==> src/rtl/iob_timer_cmp_pkg.sv <==
// Shared configuration for the compare timer: default sizes and channel mode encoding.
package iob_timer_cmp_pkg;

  localparam int DATA_W_DEF  = 64;
  localparam int N_CH_DEF    = 4;
  localparam int PRESC_W_DEF = 16;

  typedef enum logic {
    CMP_ONESHOT  = 1'b0,
    CMP_PERIODIC = 1'b1
  } cmp_mode_e;

endpackage

==> src/rtl/iob_timer_cmp_ch.sv <==
// One compare channel: tracks an absolute target, raises a sticky flag on hit.
// Strobes arrive already qualified by clock enable; tick_i already excludes clear.
module iob_timer_cmp_ch
  import iob_timer_cmp_pkg::*;
#(
  parameter int DATA_W = DATA_W_DEF
) (
  input  logic              clk_i,
  input  logic              rst_i,
  input  logic [DATA_W-1:0] cnt_i,
  input  logic              tick_i,
  input  logic              clr_i,
  input  logic              load_i,
  input  logic [DATA_W-1:0] val_i,
  input  logic              periodic_i,
  input  logic              en_i,
  input  logic              ack_i,
  output logic              irq_o
);

  logic [DATA_W-1:0] target_q, target_d;
  logic [DATA_W-1:0] period_q, period_d;
  logic              armed_q, armed_d;
  cmp_mode_e         mode_q, mode_d;
  logic              irq_q, irq_d;
  logic [DATA_W-1:0] cnt_nxt;
  logic              hit;

  assign cnt_nxt = cnt_i + 1'b1;
  assign hit     = armed_q & en_i & tick_i & (cnt_nxt == target_q);

  always_comb begin
    target_d = target_q;
    period_d = period_q;
    armed_d  = armed_q;
    mode_d   = mode_q;
    irq_d    = irq_q;
    if (clr_i) begin
      armed_d = 1'b0;
    end else if (load_i) begin
      if (val_i != '0) begin
        period_d = val_i;
        target_d = cnt_i + val_i;
        armed_d  = 1'b1;
        mode_d   = cmp_mode_e'(periodic_i);
      end else begin
        armed_d = 1'b0;
      end
    end else if (hit) begin
      if (mode_q == CMP_PERIODIC) target_d = target_q + period_q;
      else                        armed_d  = 1'b0;
    end
    // Set beats acknowledge; a load in the hit cycle swallows the hit.
    if (ack_i) irq_d = 1'b0;
    if (hit && !load_i && !clr_i) irq_d = 1'b1;
  end

  always_ff @(posedge clk_i) begin
    if (rst_i) begin
      target_q <= '0;
      period_q <= '0;
      armed_q  <= 1'b0;
      mode_q   <= CMP_ONESHOT;
      irq_q    <= 1'b0;
    end else begin
      target_q <= target_d;
      period_q <= period_d;
      armed_q  <= armed_d;
      mode_q   <= mode_d;
      irq_q    <= irq_d;
    end
  end

  assign irq_o = irq_q;

endmodule

==> src/rtl/iob_timer_cmp.sv <==
// Prescaled free-running counter with strobe-sampled read-back, sticky wrap flag
// and N_CH compare channels driving sticky interrupt lines.
module iob_timer_cmp
  import iob_timer_cmp_pkg::*;
#(
  parameter int DATA_W  = DATA_W_DEF,
  parameter int N_CH    = N_CH_DEF,
  parameter int PRESC_W = PRESC_W_DEF
) (
  input  logic               clk_i,
  input  logic               cke_i,
  input  logic               rst_i,
  input  logic               en_i,
  input  logic               clr_i,
  input  logic [PRESC_W-1:0] presc_i,
  input  logic               rstrb_i,
  output logic [DATA_W-1:0]  time_o,
  output logic               ovf_o,
  input  logic [N_CH-1:0]    cmp_wr_i,
  input  logic [DATA_W-1:0]  cmp_val_i,
  input  logic [N_CH-1:0]    cmp_periodic_i,
  input  logic [N_CH-1:0]    cmp_en_i,
  input  logic [N_CH-1:0]    irq_ack_i,
  output logic [N_CH-1:0]    irq_o
);

  logic [DATA_W-1:0]  cnt_q, cnt_d;
  logic [PRESC_W-1:0] pcnt_q, pcnt_d;
  logic [DATA_W-1:0]  time_q, time_d;
  logic               ovf_q, ovf_d;
  logic               presc_wrap;
  logic               tick;

  // ">=" so that lowering presc_i below the running count ticks immediately.
  assign presc_wrap = (pcnt_q >= presc_i);
  assign tick       = cke_i & en_i & ~clr_i & presc_wrap;

  always_comb begin
    cnt_d  = cnt_q;
    pcnt_d = pcnt_q;
    ovf_d  = ovf_q;
    time_d = rstrb_i ? cnt_q : time_q;
    if (clr_i) begin
      cnt_d  = '0;
      pcnt_d = '0;
      ovf_d  = 1'b0;
    end else if (en_i) begin
      if (presc_wrap) begin
        pcnt_d = '0;
        cnt_d  = cnt_q + 1'b1;
        if (cnt_q == '1) ovf_d = 1'b1;
      end else begin
        pcnt_d = pcnt_q + 1'b1;
      end
    end
  end

  always_ff @(posedge clk_i) begin
    if (rst_i) begin
      cnt_q  <= '0;
      pcnt_q <= '0;
      time_q <= '0;
      ovf_q  <= 1'b0;
    end else if (cke_i) begin
      cnt_q  <= cnt_d;
      pcnt_q <= pcnt_d;
      time_q <= time_d;
      ovf_q  <= ovf_d;
    end
  end

  assign time_o = time_q;
  assign ovf_o  = ovf_q;

  for (genvar k = 0; k < N_CH; k++) begin : g_ch
    iob_timer_cmp_ch #(
      .DATA_W(DATA_W)
    ) u_ch (
      .clk_i      (clk_i),
      .rst_i      (rst_i),
      .cnt_i      (cnt_q),
      .tick_i     (tick),
      .clr_i      (cke_i & clr_i),
      .load_i     (cke_i & cmp_wr_i[k]),
      .val_i      (cmp_val_i),
      .periodic_i (cmp_periodic_i[k]),
      .en_i       (cmp_en_i[k]),
      .ack_i      (cke_i & irq_ack_i[k]),
      .irq_o      (irq_o[k])
    );
  end

endmodule
==> config.mk <==
export PLATFORM = sky130hd
export DESIGN_NAME = iob_timer_cmp
export DESIGN_NICKNAME = d
export VERILOG_FILES = /design/src/rtl/iob_timer_cmp_pkg.sv /design/src/rtl/iob_timer_cmp_ch.sv /design/src/rtl/iob_timer_cmp.sv
export SDC_FILE = /design/constraint.sdc
export NUM_CORES = 2
export LEC_CHECK = 0
export BUFFER_PORTS_ARGS = -buffer_cell sky130_fd_sc_hd__buf_2
export CORE_MARGIN = 4
export CORE_UTILIZATION = 40
export CTS_CLUSTER_DIAMETER = 30
export DETAILED_ROUTE_END_ITERATION = 12
export PLACE_DENSITY = 0.55
export SLEW_MARGIN = 20
export SYNTH_ARGS = -nofsm -noshare
export SYNTH_HDL_FRONTEND = slang
export SYNTH_HIERARCHICAL = 1
export SYNTH_SLANG_ARGS = --single-unit
==> constraint.sdc <==
create_clock -name clk_i -period 4.3 [get_ports clk_i]
set_input_delay 0.215 -clock clk_i [delete_from_list [all_inputs] [get_ports clk_i]]
set_output_delay 0.215 -clock clk_i [all_outputs]
set_load 0.03 [all_outputs]
---- Word level (Yosys, flattened, before mapping) ----
Index checks and enable logic that the tools add are counted.
word-level totals
  word-level logic and storage cells ...... 161
  register bits after elaboration ......... 669
  input port bits ......................... 102
  output and inout port bits .............. 69
operators by class
  muxes and demuxes ....................... 44
  eq/ne operators ......................... 13
  reductions and logical operators ........ 46
  magnitude comparators ................... 1
  bitwise gates (word level) .............. 26
  add/sub/neg operators ................... 7
operator list
  operator                                       number
  two-way mux 64 bit                             16
  adder 64 bit                                   5
  equality test 64 bit                           4
  adder 64 x 1 -> 64 bit, second input constant  1
  equality test 64 bit, second input constant    1
  nonzero test 64 bit                            1
  two-way mux 16 bit                             3
  nonzero test 2 bit                             15
  two-way mux 1 bit                              25
  bitwise AND 1 bit                              24
  AND reduction 4 bit                            5
  adder 16 x 1 -> 16 bit, second input constant  1
  greater-or-equal comparator 16 bit             1
  AND reduction 3 bit                            5
  AND reduction 2 bit                            6
  logical AND 1 bit                              8
  != test 2 x 1 -> 1 bit, second input constant  4
  != test 2 bit, second input constant           4
  zero test 1 bit                                5
  inverter 1 bit                                 2
  OR reduction 2 bit                             1

---- Longest topological paths before layout ----
  depth after elaboration ................. 8
  depth in mapped cells ................... 20
  gate-level depth less buffers ........... 18

---- Cells and area by module ----
Netlist, hierarchy kept.
modules (own cells, without submodules)
  module                               area an instance (µm²)  sequential area each (µm²)  times used  cells an instance
  iob_timer_cmp_ch (g_ch[2].u_ch ...)  15394.8                 2622.5                      2           2106
  iob_timer_cmp_ch (g_ch[0].u_ch ...)  14928.1                 2622.5                      2           2000
  iob_timer_cmp                        6895.4                  2902.8                      1           870

---- Least setup slack after synthesis ----
Ideal clock, no wire load.
  kind .................................... reg2reg
  start point ............................. reg pcnt_q[10]
  end point ............................... reg g_ch[2].u_ch.target_q[18]
  arrival time ............................ 4395 ps
  required time ........................... 4181 ps
  period minus slack after synthesis ...... 4513 ps
  library setup time ...................... 119 ps
  buffers on the path ..................... 1
  stages on the path, launching flop included .. 19
  slack ................................... -213 ps
  cells stage by stage .................... dfxtp_1 ha_1 nand3_1 a211oi_1 nand3b_1 a31oi_1 nor3b_1 and3_1 nand3_1 a2111oi_0 o221a_2 nand4_1 a2111oi_0 nand4_1 or4_4 a21boi_4 buf_8 o21ai_1 o221a_2
between the ends
  longest elaborated chain between the ends .. 6
RTL lines
  item                                  line                    source
  from (decl)                           iob_timer_cmp.sv:28     logic [PRESC_W-1:0] pcnt_q, pcnt_d;
  from (signal assigned)                iob_timer_cmp.sv:66     pcnt_q <= pcnt_d;
  greater-or-equal comparator 16 bit    iob_timer_cmp.sv:35     assign presc_wrap = (pcnt_q >= presc_i);
  bitwise AND 1 bit                     iob_timer_cmp.sv:36     assign tick = cke_i & en_i & ~clr_i & presc_wrap;
  named net tick                        iob_timer_cmp.sv:32     logic tick;
  bitwise AND 1 bit (2 in series)       iob_timer_cmp_ch.sv:30  assign hit = armed_q & en_i & tick_i & (cnt_nxt == target_q);
  nonzero test 2 bit (no source line)   --
  AND reduction 4 bit (no source line)  --
  to (signal assigned)                  iob_timer_cmp_ch.sv:66  target_q <= target_d;
  to (decl)                             iob_timer_cmp_ch.sv:21  logic [DATA_W-1:0] target_q, target_d;
The timed path passes the listed nets, and every way through them passes these cells.
A chain may end at the register's enable or synchronous reset.

---- Final worst setup path ----
  start point ............................. reg pcnt_q[9]
  end point ............................... reg g_ch[0].u_ch.target_q[46]
between the ends
  longest elaborated chain between the ends .. 6
RTL lines
  item                                  line
  greater-or-equal comparator 16 bit    iob_timer_cmp.sv:35
  bitwise AND 1 bit                     iob_timer_cmp.sv:36
  named net tick                        iob_timer_cmp.sv:32
  bitwise AND 1 bit (2 in series)       iob_timer_cmp_ch.sv:30
  nonzero test 2 bit (no source line)   --
  AND reduction 4 bit (no source line)  --
  to (signal assigned)                  iob_timer_cmp_ch.sv:66
  to (decl)                             iob_timer_cmp_ch.sv:21
The timed path passes the listed nets, and every way through them passes these cells.

==> out/results.ini <==
[cells_and_area]
drive_above_1_share_pct = 18.26
fin_nets = 10540
final_util_pct = 52.11
seqCellArea_um2 = 13420
n_fill_cell = 16300
design_area_um2 = 87230
areaGrowthSynthToFinish_pct = 29.16
multi_input_area_um2 = 52840

[global_routing]
gr-usage-all-layers_pct = 35.49
grt_pass1_wl_um = 470900
met3_usage_pct = 7.698
grt.overflow.total = 0
antenna_found_initial = 5
gr-usage-met2_pct = 52.43
use_met1_pct = 49.77
grt_pass1_vias = 69480
grt_max_degree = 178
grt-busiest-layer = met2

[critical_path]
required_ns = 5.02
critPathCaptureType = register
arrival_ns = 5.73
crit_start = pcnt_q[9]$_SDFFE_PP0P_
critPathKind = reg2reg
regToRegSetupSlack_ns = -0.72
startpoint_type = register
slowest_delay_ns = 0.38
crit_slowest_cell = a2111oi_4
cp_cell_sequence = ha_4 > nand3_4 > a211oi_2 > nand3b_1 > a31oi_2 > nor3b_4 > buf_6 > buf_6 > buf_12 > buf_6 > nand4_1 > a221o_1 > a211o_1 > nor4_2 > nand4_1 > a2111oi_4 > o2111a_2 > o21a_4 > buf_12 > buf_12 > buf_8 > nor2_2 > a211oi_2
reg2reg_depth = 23
path_max_fanout = 8
reg2reg_from = pcnt_q[9]$_SDFFE_PP0P_

[clocking]
cts-root-buf = clkbuf_16
clkSlewWorstSetupHoldPaths_ns = 0.04
max-clock-path-buffers = 3
cts.sinks = 669
cts_made_buffers = 218
cts_tree = done
clk_latency_ns = 0.86
htreeDepth = 4

[synth]
synthArstFlopShare_pct = 0
synthesis.nets = 9718
synth_area_um2 = 67540
synthTopCellsByArea = dfxtp_1, ha_1, a21oi_1
yosysTopAreaCell = dfxtp_1
synthFlopType = dfxtp_1
synth_edf_count = 0
ys_seq_area_share_pct = 19.83
yosysWarnings = 6
synthTopCellsByCount = nor2_1, a21oi_1, nand2_1, dfxtp_1, ha_1
synth_seq_cells = 669
synth.avg_cell_area_um2 = 7.437
yosysUniqueCellTypes = 109
synth_top_area_share_pct = 19.83
post-synth-top-count-cell = nor2_1
netlist_instances = 9082

[min_path]
hp-class = in2reg
min_path_cells = 4
hp-start = cmp_val_i[40]

[timing]
hold-worst-slack_ns = 0.09422
fin_skew_ns = 0.05840
worstMarginPinSlew_ns = 1.133
slew_headroom_pct = 23.75
fin_setup_tns_ns = -146.11
period_minus_slack_ns = 5.017
slew_viol_final = 0
clock.fmax_mhz = 199.3
hold_viol = 0
rsz0062_at_grt = yes
worst_slack_ns = -0.7172
post-route-period-util_pct = 116.7
setup_violations = 263

[placed_design]
dpl.hpwl_um = 255200
dpl_cell_area_um2 = 74870
portBuffers = 170
dp_slack_ns = -0.8539
finalWeightedCongestion = 1.010

[drt]
route.vias.total = 76690
drt_wl_total_um = 331500
drtIter0Drc = 7984
ant_nets = 0
viasPerCell = 6.243
wl_per_cell_um = 26.99
drc_errors = 0
dr.pass1.iters = 8

[floorplanning]
row_count = 150
core-area_um2 = 167400
dieHeight_um = 418.9
ioPinCount = 171
fp.dieW_um = 418.9
start_util_pct = 40.34
die-area_um2 = 175500

[power]
leakage_nw = 36.36
power_density_nw_per_um2 = 301.7
peakVddDrop_mv = 0.3677

[flow_run]
cap_viol_max_count = 0

[outcome]
status = finished, violations left
violations = setup timing

final cells by class:
type                            instances  share of cell area (%)
Multi-Input combinational cell       7696                   60.58
Sequential cell                       669                   15.38
Timing Repair Buffer                 1080                   11.10
Clock buffer                          303                   7.252
Tap cell                             2204                   3.161
Clock inverter                         95                   1.516
Inverter                              234                   1.007
Antenna cell                            2                0.005737
path summary, 6_finish.rpt:
path                                                          endpoint
worst min register to register                 time_o[31]$_SDFFE_PP0P_
worst min-delay path            g_ch[3].u_ch/period_q[40]$_SDFFE_PP0P_
worst max-delay path            g_ch[0].u_ch/target_q[46]$_SDFFE_PP0P_
worst max register to register  g_ch[0].u_ch/target_q[46]$_SDFFE_PP0P_
cell families (layout without fill, tap and decap cells):
kind of cell | after synthesis | after routing | share of synthesized area [%]
flip-flops | 669 | 669 | 19.83
multiplexers | 351 | 351 | 5.209
adder cells (fa/ha/maj) | 534 | 534 | 9.981
AND/OR/NAND/NOR | 3307 | 3307 | 24.02
AO/OA/AOI/OAI | 2704 | 2704 | 26.06
other | 0 | 2 | 0
buffers and inverters | 717 | 1712 | 4.520
XOR/XNOR | 800 | 800 | 10.37
per-stage QoR:
stage / std cells / power (mW)
2_1_floorplan: 9082 / 8.375
3_3_place_gp: 11680 / 9.512
3_5_place_dp: 11680 / 9.527
4_1_cts: 12200 / 26.19
5_1_grt: 12280 / 27.09
6_report: 12280 / 26.32
worst max-delay path, delay by kind of cell (launching register included):
kind	cells	cell delay, ns
fa+ha+maj	1	0.29
simple gates	7	1.24
flops	1	0.34
compound gates	8	2.05
buf+inv	7	0.95
cells in the final DEF (no fill, tap or decap), types with 53 or more instances in the layout:
cell,n
a211oi_1,128
a211oi_2,86
a21o_1,237
a21oi_1,868
a31oi_1,110
and2_1,73
and3_1,98
buf_12,59
buf_2,170
buf_4,650
buf_6,59
clkbuf_16,238
clkbuf_8,53
dfxtp_1,650
dlygate4sd3_1,80
ha_1,515
inv_1,225
mux2i_1,345
nand2_1,862
nand2b_1,72
nand3_1,261
nand4_1,293
nor2_1,830
nor2_4,63
nor2b_1,53
nor3_1,161
nor4_1,147
o211ai_1,83
o21a_1,62
o21ai_0,472
o21bai_1,114
o31ai_1,58
or3_1,69
xnor2_1,455
xor2_1,345
state kept, by name, indices dropped and copies added (netlist names):
signal              cells
ovf_o                   1
g_ch.u_ch/period_q    256
cnt_q                  64
pcnt_q                 16
g_ch.u_ch/armed_q       4
g_ch.u_ch/mode_q        4
g_ch.u_ch/irq_o         4
time_o                 64
g_ch.u_ch/target_q    256
per-layer routing:
layer  part of all wire [%]  up-vias  wire length, um
li1                       -    35440                -
met1                     45    37050           149900
met2                     41     3564           136900
met3                    8.9      630            29360
met4                    4.6        2            15350
met5                 0.0048        -               16
timing repair:
action	in CTS	in global routing
buffers inserted	33	62
gates cloned	16	22
hold endpoints to repair	229	0
hold buffers	80	0
pin swaps	28	151
gates resized for setup	108	436
setup endpoints to repair	264	264
report_power, final:
group          total (mW)  internal (mW)  switching (mW)
registers            6.58           6.39           0.195
logic                3.27           1.18            2.09
clock network        16.5           11.5            4.92
Note: power is estimated with default switching activity, not from simulation.
